File: config.mk
export PLATFORM = sky130hd
export DESIGN_NAME = sap1_clock_ctrl
export DESIGN_NICKNAME = d
export VERILOG_FILES = /design/src/rtl/sap1_clk_pkg.sv /design/src/rtl/rise_detect.sv /design/src/rtl/sap1_clock_ctrl.sv
export SDC_FILE = /design/constraint.sdc
export NUM_CORES = 1
export LEC_CHECK = 0
export ABC_AREA = 1
export CORE_MARGIN = 10
export CORE_UTILIZATION = 41
export CTS_BUF_LIST = sky130_fd_sc_hd__clkbuf_4 sky130_fd_sc_hd__clkbuf_8
export CTS_CLUSTER_SIZE = 40
export DETAILED_ROUTE_END_ITERATION = 7
export HOLD_SLACK_MARGIN = 0.05
export MAX_ROUTING_LAYER = met4
export PLACE_DENSITY_LB_ADDON = 0.3
export SETUP_SLACK_MARGIN = 0.4
export SLEW_MARGIN = 10
export SYNTH_ARGS = -nofsm -noshare
export SYNTH_HDL_FRONTEND = slang
export SYNTH_SLANG_ARGS = --single-unit
File: constraint.sdc
create_clock -name clk -period 1.7 [get_ports clk]
set_input_delay 0.425 -clock clk [delete_from_list [all_inputs] [get_ports clk]]
set_output_delay 0.425 -clock clk [all_outputs]
set_load 0.01 [all_outputs]
File: src/rtl/sap1_clk_pkg.sv
// Shared definitions for the SAP-1 front-panel clock controller.
// Holds the controller state encoding and the auto-rate divider defaults.
package sap1_clk_pkg;

   typedef enum logic [1:0] {
      MANUAL = 2'd0,
      AUTO   = 2'd1,
      HALTED = 2'd2
   } clk_state_t;

   // Each rate step divides the auto-mode period by four.
   localparam int unsigned RATE_SHIFT_STEP = 2;
   localparam logic [23:0] DEFAULT_DIV_MAX = 24'd12_499_999;

endpackage

File: src/rtl/rise_detect.sv
// Rising-edge detector for an already-synchronised level.
// History resets high so a level held through reset gives no pulse.
module rise_detect (
   input  logic clk,
   input  logic rst_n,
   input  logic in,
   output logic rise
);

   logic prev;

   always_ff @(posedge clk or negedge rst_n) begin
      if (!rst_n) prev <= 1'b1;
      else        prev <= in;
   end

   assign rise = in & ~prev;

endmodule

File: src/rtl/sap1_clock_ctrl.sv
// SAP-1 clock controller: turns debounced panel buttons into registered
// CPU clock-enable and clear pulses, with manual, auto and halted states.
module sap1_clock_ctrl
   import sap1_clk_pkg::*;
#(
   parameter int unsigned           DIV_WIDTH = 24,
   parameter logic [DIV_WIDTH-1:0]  DIV_MAX   = DIV_WIDTH'(DEFAULT_DIV_MAX)
) (
   input  logic       clk,
   input  logic       rst_n,
   input  logic       step_db,
   input  logic       mode_db,
   input  logic       clr_db,
   input  logic       hlt,
   input  logic [1:0] rate,
   output logic       cpu_ce,
   output logic       cpu_clr,
   output logic       mode_auto,
   output logic       halted
);

   clk_state_t           state;
   logic [DIV_WIDTH-1:0] div;
   logic [DIV_WIDTH-1:0] limit;
   logic [2:0]           shamt;
   logic                 step_rise;
   logic                 mode_rise;
   logic                 clr_rise;

   rise_detect u_step (.clk(clk), .rst_n(rst_n), .in(step_db), .rise(step_rise));
   rise_detect u_mode (.clk(clk), .rst_n(rst_n), .in(mode_db), .rise(mode_rise));
   rise_detect u_clr  (.clk(clk), .rst_n(rst_n), .in(clr_db),  .rise(clr_rise));

   assign shamt = 3'(RATE_SHIFT_STEP * 32'(rate));
   assign limit = DIV_MAX >> shamt;

   // Priority: clear, then halt, then mode toggle, then step / divider tick.
   always_ff @(posedge clk or negedge rst_n) begin
      if (!rst_n) begin
         state     <= MANUAL;
         div       <= '0;
         cpu_ce    <= 1'b0;
         cpu_clr   <= 1'b0;
         mode_auto <= 1'b0;
         halted    <= 1'b0;
      end else begin
         cpu_ce  <= 1'b0;
         cpu_clr <= 1'b0;
         if (clr_rise) begin
            state     <= MANUAL;
            div       <= '0;
            cpu_clr   <= 1'b1;
            mode_auto <= 1'b0;
            halted    <= 1'b0;
         end else begin
            case (state)
               MANUAL: begin
                  if (hlt) begin
                     state  <= HALTED;
                     halted <= 1'b1;
                  end else if (mode_rise) begin
                     state     <= AUTO;
                     div       <= '0;
                     mode_auto <= 1'b1;
                  end else if (step_rise) begin
                     cpu_ce <= 1'b1;
                  end
               end
               AUTO: begin
                  if (hlt) begin
                     state     <= HALTED;
                     halted    <= 1'b1;
                     mode_auto <= 1'b0;
                  end else if (mode_rise) begin
                     state     <= MANUAL;
                     div       <= '0;
                     mode_auto <= 1'b0;
                  end else if (div >= limit) begin
                     // >= so a shrinking limit fires at once instead of wrapping
                     cpu_ce <= 1'b1;
                     div    <= '0;
                  end else begin
                     div <= div + 1'b1;
                  end
               end
               HALTED: ;
               default: begin
                  state     <= MANUAL;
                  div       <= '0;
                  mode_auto <= 1'b0;
                  halted    <= 1'b0;
               end
            endcase
         end
      end
   end

endmodule

==> qor.csv, run 1 <==
stage,metric,value,unit
status,status,finished with violations,
status,violations,setup timing,
setup_path,crit_required,1.88,ns
floorplan,die_h,95.6,microns
yosys,synth_top_area_frac,0.320,
placement,hpwlAfterDp,4.43,mm
final_layout,drive_gt1_frac,0.327,
timing,max_clock_freq,524,MHz
timing,fin_crit_sh,1.12,
setup_path,r2r_start,div[23],
yosys,synth_mux_area_frac,0,
yosys,avgSynthCellArea,7.14,sq um
yosys,ys_top_cells_by_area,"dfrtp_1 (32%), nand2_1 (13%), ha_1 (11%), inv_1 (7.8%), nor2_1 (7.8%)",
cts,cts_max_level,2,
yosys,synth-adder-area-share,0.107,
floorplan,die-area,9140,sq um
route,wl,6.42,mm
grt,grt_pass1_wl,10.8,mm
timing,rsz0062_at_grt,yes,
yosys,synth_top_family_by_area,simple AND/OR/NAND/NOR gates,
setup_path,critPathMaxFanout,5,
yosys,synth_cell_types,28,
timing,layout_setup_ws,-0.210,ns
cts,cts_hold_buf,0,
floorplan,start_util,0.423,
floorplan,die_x,95.6,microns
timing,skew,0.00981,ns
cts,insertion_delay,0.29,ns
route,vias_per_cell,4.97,
yosys,yosysTopAreaCell,dfrtp_1,
setup_path,crit_end,div[10],
timing,min_period,1.91,ns
setup_path,crit_path_start_kind,primary input,
timing,setup_viol,25,
placement,port-buffer-count,11,
timing,worst_pin_slew,0.358,ns
power,powerDensity,850,nW/um^2
cts,numCtsBuffers,5,
placement,gp_congestion,0.895,
route,vias,2338,
final_layout,postLayoutCoreUtil,0.604,
yosys,synthCells,328,
yosys,synthSimpleGateAreaFrac,0.357,
final_layout,fin_nets,425,
grt,grt_pass1_vias,2397,
setup_path,r2r-end,div[10],
final_layout,finalNonFillerCells,470,
timing,fin_setup_tns,-4.39,ns
floorplan,pin_count,12,
route,wl_per_cell,13.7,microns
cts,cts_buffer_depth,2,
yosys,synth_edf_count,0,
power,power,2.84,mW
floorplan,row_count,27,
setup_path,arrival,2.09,ns
yosys,async_flop_share,1.00,
grt,grt_antenna_before_repair,0,
yosys,ys.flop_type,dfrtp_1,
timing,final_max_slew_viol_count,0,
timing,final_hold_viol_count,0,
yosys,yosys_warnings,0,
cts,cts-root-buf,clkbuf_8,
cts,cts_tree,yes,
setup_path,reg2regPathDepth,12,
grt,grt_max_degree,34,
final_layout,area_delta_synth_final,42.7,%
final_layout,n_antenna_cell,0,
yosys,syn-num-nets,356,
setup_path,regToRegSetupSlack,-0.14,ns
timing,relSlewSlack,0.759,
power,p_leak,1.63,nW
cts,cts.sinks,33,
yosys,synth_compound_area_frac,0.0513,
floorplan,fp.coreArea,5540,sq um
route,dr.first_iter.drc_count,187,
placement,dp.cells,454,
yosys,syn_area,2340,sq um
yosys,synth_most_common_cell,nand2_1,
power,irDropWorstVdd,0.617,mV
flow_run,drv_cap,0,
setup_path,endpoint_kind,flop,
route,drc,0,
grt,grt_usage,0.152,
route,dr.pass1.iters,4,
yosys,ys_seq_area_frac,0.354,
yosys,synth_common_cells,"nand2_1 (83), inv_1 (49), nor2_1 (49)",
yosys,synthXorXnorAreaFrac,0.0299,
yosys,synth_seq_cells,33,
grt,grt_overflow,0,
setup_path,crit_start,rate[1],
hold_path,hold_class,in -> reg,
route,detail-route-antenna-nets,0,
cts,clk_pin_slew,0.08,ns
setup_path,criticalPathCategory,in -> reg,
[layout make-up]
cell class / count / area, sq um
repair buffers: 64 / 538
flip-flops and latches: 33 / 830
clock inverters: 3 / 46.3
clock buffers: 5 / 68.8
inverters: 52 / 209
multi-input cells: 239 / 1550
fillers: 511 / 2200
repair inverters: 2 / 13.8
well taps: 72 / 90.1
[cell families after synthesis]
logic type / after synthesis
flops: 33
buf+inv: 56
compound gates: 21
xor+xnor: 8
fa+ha+maj: 20
simple gates: 190
[report_power, final]
group	switching, mW	total, mW	internal [mW]	leakage, nW
registers	0.0525	0.903	0.851	0.443
logic	0.708	1.18	0.474	1.14
clock network	0.319	0.758	0.439	0.0543
[per-layer routing]
metal	global-route usage	routed length (microns)
met1	0.177	2960
met5	-	0
met3	0.0212	174
met4	0.0614	104
met2	0.258	3180
[worst min-delay path by stage]
stage                        start          end  slack [ns]  depth (start not counted)
after floorplan              rst_n       cpu_ce        0.13                          0
after global placement    state[1]       halted        0.49                          1
after detailed placement  state[1]       halted        0.50                          1
after CTS                  mode_db  u_mode.prev        0.39                          1
after global routing       mode_db  u_mode.prev        0.38                          1
final                      mode_db  u_mode.prev        0.39                          1
[cells in the final DEF (no fill, tap or decap), drive strengths merged, types with 2 or more instances in the layout]
cell           count
inv               52
nand2             85
nor4               2
nand3b             2
xnor2              3
nand4             10
o21bai             2
nor3               7
nand3             29
dfstp              3
xor2               5
buf               59
clkinvlp           3
clkdlybuf4s50      3
clkbuf             5
nor2              55
ha                20
a21oi              4
dfrtp             30
o21ai             12
[through the flow]
step	area (sq um)	worst slack (ns)	hold WS, ns
after floorplan	2380	-0.341	0.129
after global placement	2920	-1.10	0.494
after detailed placement	2920	-1.15	0.498
after CTS	3250	-0.205	0.386
after global routing	3340	-0.276	0.382
final	3340	-0.210	0.389
[worst max-delay path: stages]
cell and delay, ns:
buf_8 0.08, clkinvlp_4 0.09, ha_4 0.28, inv_4 0.04
ha_4 0.25, nand2_2 0.05, inv_2 0.05, nand2_2 0.05
nor2_4 0.09, nand2_1 0.06, nor2_1 0.13, nand2_2 0.09
nand3_2 0.09, nand2_4 0.09, clkinvlp_4 0.15, nor2_1 0.05
[timing repair]
action,CTS,global route
endpoints found under the setup margin,32,28
cloned,2,0
pin swaps,21,18
resized for setup,67,23
buffers inserted,6,0
[flip-flops by register name, summed over array words and instances (netlist names)]
name and flops:
div 24, state 2, cpu_ce 1, cpu_clr 1
halted 1, mode_auto 1, u_clr.prev 1, u_mode.prev 1
u_step.prev 1
No activity file was read; power rests on OpenSTA's default activity.
==> run 2: changes to the inputs <==
--- a/config.mk
+++ b/config.mk
@@ -9,6 +9,7 @@
 export CORE_MARGIN = 10
 export CORE_UTILIZATION = 41
 export CTS_BUF_LIST = sky130_fd_sc_hd__clkbuf_4 sky130_fd_sc_hd__clkbuf_8
+export CTS_CLUSTER_DIAMETER = 60
 export CTS_CLUSTER_SIZE = 40
 export DETAILED_ROUTE_END_ITERATION = 7
 export HOLD_SLACK_MARGIN = 0.05
==> results of run 2 <==
Final layout, timing and power as in run 1 (identical DEF).
==> run 3: changes to the inputs <==
--- a/config.mk
+++ b/config.mk
@@ -6,7 +6,7 @@
 export NUM_CORES = 1
 export LEC_CHECK = 0
 export ABC_AREA = 1
-export CORE_MARGIN = 10
+export CORE_MARGIN = 5
 export CORE_UTILIZATION = 41
 export CTS_BUF_LIST = sky130_fd_sc_hd__clkbuf_4 sky130_fd_sc_hd__clkbuf_8
 export CTS_CLUSTER_DIAMETER = 60
==> run 3 against run 2 <==
Compared with the run above:
- largest power group unchanged
- via count is 3.5% higher
- first-iteration DRC count grew 58%
- the flow still finishes with violations (setup timing)
- count of clock-buffer cells in the layout is 3 higher
- clock skew shrank 0.0023 ns
- sequential power is 0.6% lower
- critical endpoint is now div[11]
- sequential cell count stayed put
==> qor.csv, run 3 (synthesis results as in run 1) <==
stage,metric,value,unit,change
setup_path,criticalPathCategory,in -> reg,,
setup_path,critPathMostFrequentCell,nand2_2,,
setup_path,regToRegSetupSlack,-0.15,ns,about the same
setup_path,crit_start,rate[1],,
final_layout,fin_nets,425,,unchanged
final_layout,largest_register,div,,
placement,hpwlAfterDp,4.41,mm,-0.55%
power,p_switching,1.20,mW,+11%
timing,fin_setup_tns,-5.56,ns,-1.17 ns
final_layout,largest_reg_flops,24,,unchanged
floorplan,fp.coreArea,5540,sq um,unchanged
power,irDropWorstVdd,0.743,mV,+21%
power,clock_power_share,0.212,,-0.054
power,switching_share,0.413,,+0.0336
timing,layout_setup_ws,-0.246,ns,-0.0356 ns
final_layout,area_delta_synth_final,46.0,%,
grt,grt_pass1_vias,2429,,+1.3%
cts,cts_max_level,2,,unchanged
setup_path,crit_end,div[11],,
grt,busiest_layer,met2,,
final_layout,regArea,830,sq um,unchanged
placement,port-buffer-count,11,,unchanged
setup_path,r2r_start,div[23],,
route,wl,6.61,mm,+2.9%
setup_path,critPathMaxFanout,6,,+1
final_layout,drive_gt1_frac,0.384,,+0.0578
timing,final_hold_viol_count,0,,unchanged
timing,max_clock_freq,514,MHz,-1.8%
power,p_int,1.70,mW,-3.4%
timing,setup_viol,25,,unchanged
setup_path,crit_chain,buf_8 > clkinvlp_4 > ha_4 > inv_4 > ha_4 > nand2_2 > inv_2 > nand2_2 > nor2_4 > nand2_1 > nor2_1 > nand2_2 > nand3_4 > nand2_8 > clkinv_8 > nor2_2,,
timing,worst_pin_slew,0.379,ns,+0.0214 ns
power,combPwrFrac,0.478,,+0.062
route,dr.first_iter.drc_count,295,,+58%
power,p_leak,1.63,nW,-0.55%
timing,relSlewSlack,0.746,,-0.0130
route,vias_per_cell,5.15,,+3.5%
floorplan,start_util,0.423,,unchanged
floorplan,die_h,85.6,microns,-10%
grt,grtUsageMet1,0.216,,+0.0392
grt,grt_max_degree,34,,unchanged
cts,numCtsBuffers,5,,unchanged
route,detail-route-antenna-nets,0,,unchanged
final_layout,n_antenna_cell,0,,unchanged
cts,cts_buffer_depth,2,,unchanged
grt,grtUsageMet3,0.0327,,+0.0115
setup_path,path_buf_inv,5,,unchanged
grt,grt_pass1_wl,10.7,mm,-1.2%
floorplan,pin_count,12,,unchanged
placement,gp_congestion,0.906,,+1.3%
setup_path,reg2regPathDepth,12,,unchanged
floorplan,row_count,27,,unchanged
cts,clk_pin_slew,0.06,ns,-0.02 ns
final_layout,multi_input_area,1640,sq um,+5.6%
placement,place_ws,-1.15,ns,-0.00162 ns
power,powerDensity,849,nW/um^2,-0.16%
power,pwr-share-seq,0.309,,-0.009
floorplan,die_x,85.6,microns,-10%
final_layout,final_common_cell,nand2_1,,
grt,grt_overflow,0,,unchanged
timing,whs,0.314,ns,-0.0754 ns
grt,grt_usage,0.188,,+0.0360
setup_path,max_stage_delay,0.29,ns,about the same
setup_path,cp_slowest_cell,ha_4,,
final_layout,layout_common_cells,"nand2_1 (72), buf_4 (49), inv_1 (40)",,
grt,grt_use_met2,0.323,,+0.0650
final_layout,top_regs,"div (24), state (2)",,
final_layout,postLayoutCoreUtil,0.617,,+0.0138
timing,final_max_slew_viol_count,0,,unchanged
timing,min_period,1.95,ns,+0.0356 ns
setup_path,endpoint_kind,flop,,
route,drc,0,,unchanged
cts,cts_tree,yes,,
setup_path,crit_path_start_kind,primary input,,
cts,insertion_delay,0.28,ns,about the same
cts,cts-root-buf,clkbuf_8,,
cts,cts.sinks,33,,unchanged
setup_path,critical_path_depth,16,,unchanged
flow_run,drv_cap,0,,unchanged
setup_path,arrival,2.11,ns,+0.02 ns
route,dr.pass1.iters,4,,unchanged
floorplan,die-area,7330,sq um,-20%
timing,fin_crit_sh,1.14,,+0.0210
timing,skew,0.00747,ns,-0.00234 ns
setup_path,r2r-end,div[11],,
grt,grt_antenna_before_repair,0,,unchanged
setup_path,cp_top_family,simple AND/OR/NAND/NOR gates,,
route,wl_per_cell,14.1,microns,+2.9%
setup_path,crit_required,1.86,ns,-0.02 ns
status,status,finished with violations,,
route,vias,2419,,+3.5%
final_layout,fill_cells,470,,-8.0%
hold_path,hold_class,in -> reg,,
timing,rsz0062_at_grt,yes,,
status,violations,setup timing,,
==> run 3: cell count changes in the layout (fill, tap and decap cells not counted), moves of 3 or more <==
cell | before | now
o21ai_0 | 10 | 6
nand2_2 | 8 | 12
buf_4 | 44 | 49
o21ai_1 | 2 | 5
buf_6 | 7 | 1
nor2_1 | 44 | 24
nand2_4 | 3 | 0
clkbuf_4 | 0 | 3
nor2_4 | 4 | 13
nor2_2 | 7 | 18
==> run 3: worst min-delay path by stage <==
stage             start  depth (start not counted)         end  slack [ns]
4_1_cts        state[1]                          1      halted        0.51
5_1_grt          clr_db                          1  u_clr.prev        0.31
6_report         clr_db                          1  u_clr.prev        0.31
2_1_floorplan     rst_n                          0      cpu_ce        0.13
3_5_place_dp   state[1]                          1      halted        0.51
3_3_place_gp   state[1]                          1      halted        0.49
==> run 3: repair_timing <==
| item | 4_1_cts | 5_1_grt |
|---|---|---|
| hold buffers | 0 | 0 |
| endpoints found under the setup margin | 32 | 29 |
| cloned | 3 | 0 |
| gates resized for setup | 51 | 77 |
| pin swaps | 18 | 22 |
| setup buffers | 4 | 0 |
==> run 3: layer usage <==
layer / up-vias / share of wire
met5: - / 0
met4: 0 / 0.034
met3: 22 / 0.040
met2: 82 / 0.50
met1: 1130 / 0.42
li1: 1185 / -
==> run 3: worst register-to-register path, delay by kind of cell, from the launching register on <==
| family | cells | cell delay (ns) |
|---|---|---|
| buffers and inverters | 2 | 0.14 |
| adder cells (fa/ha/maj) | 1 | 0.30 |
| AND/OR/NAND/NOR | 9 | 0.86 |
| flip-flops | 1 | 0.42 |
==> run 3: through the flow <==
stage               std cells  power (mW)  area [sq um]
finish                    470        2.90          3420
global route              470        3.07          3420
CTS                       470        2.66          3150
detailed placement        455        1.87          2920
global placement          455        1.86          2920
floorplan                 328        1.49          2380
==> run 3: final cells by class <==
class / instances / share of cell area
well taps: 72 / 0.0263
multi-input cells: 239 / 0.478
flip-flops and latches: 33 / 0.243
repair buffers: 63 / 0.150
clock buffers: 8 / 0.0267
inverters: 52 / 0.0655
repair inverters: 3 / 0.0113
==> run 3: power by group through the flow <==
stage | Sequential [mW] | Clock, mW | Combinational (mW)
floorplan | 0.911 | 0 | 0.583
global placement | 0.908 | 0 | 0.953
detailed placement | 0.909 | 0 | 0.965
CTS | 0.894 | 0.627 | 1.14
global route | 0.908 | 0.663 | 1.50
finish | 0.898 | 0.617 | 1.39
==> RTL change 1 (settings of run 3) <==
Register the output `halted` once more, cleared by the reset; this adds one clock of latency there. The other outputs are not delayed to match.
--- a/src/rtl/sap1_clock_ctrl.sv
+++ b/src/rtl/sap1_clock_ctrl.sv
@@ -18,6 +18,8 @@
    output logic       mode_auto,
    output logic       halted
 );
+
+   logic halted_s0;
 
    clk_state_t           state;
    logic [DIV_WIDTH-1:0] div;
@@ -42,7 +44,7 @@
          cpu_ce    <= 1'b0;
          cpu_clr   <= 1'b0;
          mode_auto <= 1'b0;
-         halted    <= 1'b0;
+         halted_s0 <= 1'b0;
       end else begin
          cpu_ce  <= 1'b0;
          cpu_clr <= 1'b0;
@@ -51,13 +53,13 @@
             div       <= '0;
             cpu_clr   <= 1'b1;
             mode_auto <= 1'b0;
-            halted    <= 1'b0;
+            halted_s0 <= 1'b0;
          end else begin
             case (state)
                MANUAL: begin
                   if (hlt) begin
                      state  <= HALTED;
-                     halted <= 1'b1;
+                     halted_s0 <= 1'b1;
                   end else if (mode_rise) begin
                      state     <= AUTO;
                      div       <= '0;
@@ -69,7 +71,7 @@
                AUTO: begin
                   if (hlt) begin
                      state     <= HALTED;
-                     halted    <= 1'b1;
+                     halted_s0 <= 1'b1;
                      mode_auto <= 1'b0;
                   end else if (mode_rise) begin
                      state     <= MANUAL;
@@ -88,12 +90,20 @@
                   state     <= MANUAL;
                   div       <= '0;
                   mode_auto <= 1'b0;
-                  halted    <= 1'b0;
+                  halted_s0 <= 1'b0;
                end
             endcase
          end
       end
    end
 
+   always_ff @(posedge clk or negedge rst_n) begin
+      if (!rst_n) begin
+         halted <= '0;
+      end else begin
+         halted <= halted_s0;
+      end
+   end
+
 endmodule
 
Function: changed (a bounded check fails within 4 cycles, from zero or initial values and one cycle with rst_n low).
==> RTL change 1 against run 3 <==
Hold slack improved by 0.089 ns; critical endpoint is now div[12]$_DFFE_PN0P_; final area fell by 0.44%; setup slack better by 0.026 ns; wire length down 4.8%; the flow still finishes with violations (negative setup slack); cell count up 5.3%; sequential cell count up 1; synthesized area up 5.4%; power shrank 1.7%.
==> RTL change 1: results <==
[status]
outcome = finished with violations
failed_checks = negative setup slack

[sta]
postLayoutSetupSlackWorst_ns = -0.2201
setup-tns-final_ns = -5.127
setup_violations = 25
timing_worst_slew_pin_value_ns = 0.3620
finalClockSkew_ns = 0.008914

[place]
post-place-cells = 481
hpwl_mm = 4.748
post_dp_cell_area_um2 = 3057

[yosys]
netlist_top_cells_count = nand2_1, nor2_1, inv_1
yosysSeqAreaShare_pct = 34.58
synth_area_in_compound_gates_pct = 4.759
netlist-cell-type-count = 29
yosys.area_share.xor_xnor_pct = 3.544
synthesis.nets = 380
post_synth_fa_ha_maj_area_fraction_pct = 10.13
synth_top_cells_by_area = dfrtp_1, nand2_1, ha_1, nor2_1, inv_1

[cts]
ctsResizeCount = 58

[final_layout]
area_share_clock_buf_inv_pct = 2.645
seqCellArea_um2 = 854.6
fraction_of_layout_instances_using_a_drive_strength_above_1_pct = 31.90
num-clock-buffers = 5
final_net_count = 447
postLayoutCellArea_um2 = 3406

[worst_setup_path]
worst-r2r-cell-count = 13
critical-path-top-delay-family = buffers and inverters
timing.critical_path.fanout_max = 8

[pwr]
static-leakage-power_nw = 1.680
vdd_drop_max_mv = 0.6403
cell_internal_pwr_mw = 1.769
seqPwrFrac_pct = 33.0

[worst_hold_path]
min_to = halted$_DFF_PN0_
hold_path.class = reg -> reg
timing.hold.worst_path_depth = 0
worstHoldStart = halted_s0$_DFFE_PN0P_

[routing]
dr_total_vias = 2430
drtIter0Drc = 91
post_drt_via_cell_ratio = 4.909

[global_routing]
grt_first_pass_wirelength_mm = 10.81
grt_start_max_net_pins = 35
-- RTL change 1: cell count changes after synthesis, moves of 2 or more --
cell	change
nand4_1	-4
a21o_1	+2
xnor2_1	+3
o21ai_0	-4
buf_2	+2
nor2_1	+6
nand2_1	+6
nor2_2	+5
nand3_1	+9
-- RTL change 1: layer usage --
metal | vias up | share of wire (%) | global-route usage (%) | routed length (um)
met3 | 11 | 4.0 | 3.010 | 250
li1 | 1246 | - | - | -
met5 | - | 0 | - | 0
met4 | 0 | 2.1 | 5.858 | 129
met1 | 1117 | 45 | 23.42 | 2810
met2 | 56 | 49 | 30.48 | 3094
-- RTL change 1: cell families after synthesis --
group | Yosys count
XOR/XNOR | 10
buffers and inverters | 58
flip-flops | 34
AO/OA/AOI/OAI | 20
adder cells (fa/ha/maj) | 20
AND/OR/NAND/NOR | 210
==> RTL change 2 (config.mk and constraints of run 3) <==
Without the edit above. Set the parameter `DIV_WIDTH` to 16 (it was 24).
--- a/src/rtl/sap1_clock_ctrl.sv
+++ b/src/rtl/sap1_clock_ctrl.sv
@@ -3,7 +3,7 @@
 module sap1_clock_ctrl
    import sap1_clk_pkg::*;
 #(
-   parameter int unsigned           DIV_WIDTH = 24,
+   parameter int unsigned           DIV_WIDTH = 16,
    parameter logic [DIV_WIDTH-1:0]  DIV_MAX   = DIV_WIDTH'(DEFAULT_DIV_MAX)
 ) (
    input  logic       clk,
Behaviour: no difference found for any inputs over 10 cycles, from zero or initial values and one cycle with rst_n low; that may be too few to reach the edited logic, so the function may still have changed.
==> RTL change 2 against run 3 <==
The flow still finishes with violations (negative setup slack); die area down 19%; sequential cell count down 8; wire length down 34%; final area down 25%; power down 26%; synthesized cell count down 30%; synthesized area down 22%; setup slack better by 0.16 ns; clock power down 36%; critical path depth unchanged.
==> RTL change 2: results <==
[status]
outcome = finished with violations
failed_checks = negative setup slack

[worst_setup_path]
crit-reg2reg-capture = div[15]$_DFFE_PN0P_
timing.critical_path.fanout_max = 4
critical_path.reg2reg.startpoint = div[0]$_DFFE_PN0P_
crit_arrival_ns = 2.00
worst-r2r-cell-count = 11
rrSetupSlack_ns = -0.02

[sta]
setup-tns-final_ns = -0.9128
finalClockSkew_ns = 0.007585
whs_ns = 0.2728
postLayoutSetupSlackWorst_ns = -0.08073
timing_worst_slew_pin_value_ns = 0.3292
setup_violations = 17

[yosys]
netlist_top_cells_count = nand2_1, inv_1, dfrtp_1
synthesis.nets = 257
netlist-cell-type-count = 29
yosysSeqAreaShare_pct = 34.33
synth_top_cells_by_area = dfrtp_1, ha_1, nand2_1, inv_1, a21oi_2
syn-cell-area_um2 = 1833
synthesis.area_per_instance_um2 = 7.935
top_ff_cell_synth = dfrtp_1

[final_layout]
fraction_of_layout_instances_using_a_drive_strength_above_1_pct = 40.49
final_cell_count_no_fill = 336
final_net_count = 311
biggest_regs = div (16), state (2)

[global_routing]
grt_antenna_before_repair = 0
grt_use_total_pct = 15.95
grt_start_max_net_pins = 26
grt_first_pass_wirelength_mm = 7.396

[place]
post-place-cells = 321
hpwl_mm = 3.163
gp_routability_congestion = 0.8246
dp_slack_ns = -0.7663
post_dp_cell_area_um2 = 2270

[pwr]
static-leakage-power_nw = 1.227
vdd_drop_max_mv = 0.8566

[routing]
drtIter0Drc = 66
totalWireLength_mm = 4.355
dr_total_vias = 1619

[cts]
cts_tree = built
tritoncts.num_buffers = 3
cts_root_buf = clkbuf_8
path_clk_slew_ns = 0.10
cts-htree-levels = 1

[worst_hold_path]
worstHoldStart = mode_db
min_to = u_mode.prev$_DFF_PN1_
## RTL change 2: changes by cell type in the layout (fill, tap and decap cells not counted), moves of 4 or more
cell,run 3,this run
a21oi_2,1,10
buf_4,49,33
dfrtp_1,30,22
inv_1,40,26
inv_2,6,11
nand2_1,72,53
nand2_2,12,8
nand3_1,24,10
nor2_1,24,11
nor2_2,18,5
nor2_4,13,4
o21ai_0,6,0
xor2_1,4,8
## RTL change 2: worst max-delay path by stage
stage                 start                  end  slack [ns]  cells after the start
finish              rate[1]  div[15]$_DFFE_PN0P_       -0.08                     16
global route        rate[1]   div[8]$_DFFE_PN0P_       -0.15                     15
CTS                 rate[1]  div[15]$_DFFE_PN0P_       -0.08                     16
detailed placement  rate[1]  div[11]$_DFFE_PN0P_       -0.77                     15
global placement    rate[1]  div[11]$_DFFE_PN0P_       -0.74                     15
floorplan           rate[1]  div[10]$_DFFE_PN0P_       -0.03                     13
## RTL change 2: kinds of logic after synthesis
group | after synthesis | share of synthesized area (%)
and+or+nand+nor | 111 | 29.42
buffers and inverters | 43 | 10.51
AOI/OAI and AO/OA | 26 | 9.625
DFF | 25 | 34.33
adders and majority gates | 18 | 12.29
xor gates and xnor gates | 8 | 3.823
## RTL change 2: metal layers
layer  global-route usage [%]  part of all wire (%)  up-vias  routed length, um
li1                         -                     -      854                  -
met5                        -                     0        -                  0
met2                    25.98                    49       24               2144
met1                    20.35                    46      735               1993
met4                    5.769                   1.7        0                 72
met3                    1.874                   3.3        6                145
## RTL change 2: worst max-delay path, cell delays in order
cell and delay [ns]:
buf_6 0.09, buf_8 0.13, inv_12 0.05, ha_4 0.20
ha_4 0.24, nand2_2 0.05, inv_2 0.03, nand2_2 0.06
nor2_2 0.03, nor2_1 0.09, nand2_1 0.07, nand2_2 0.10
buf_6 0.11, buf_6 0.10, nand3_4 0.09, o21ai_1 0.13
## RTL change 2: area by class of cell
| class | count | area, um^2 |
|---|---|---|
| sequential | 25 | 629.4 |
| fill | 367 | 1794 |
| multi-input combinational | 165 | 1216 |
| inverter | 40 | 167.7 |
| clock buffer | 3 | 41.29 |
| tap | 52 | 65.06 |
| clock inverter | 1 | 8.758 |
| timing repair buffer | 50 | 431.7 |
## RTL change 2: what timing repair did
item / 4_1_cts / 5_1_grt
gates resized for setup: 44 / 19
pin swaps: 19 / 15
setup endpoints to repair: 23 / 19
gates cloned: 3 / 0
setup buffers: 6 / 2
## RTL change 2: where the power goes
part / total, mW / internal (mW) / switching (mW)
Sequential: 0.692 / 0.649 / 0.0429
Combinational: 1.05 / 0.485 / 0.562
Clock: 0.395 / 0.173 / 0.222
Total: 2.13 / 1.31 / 0.827
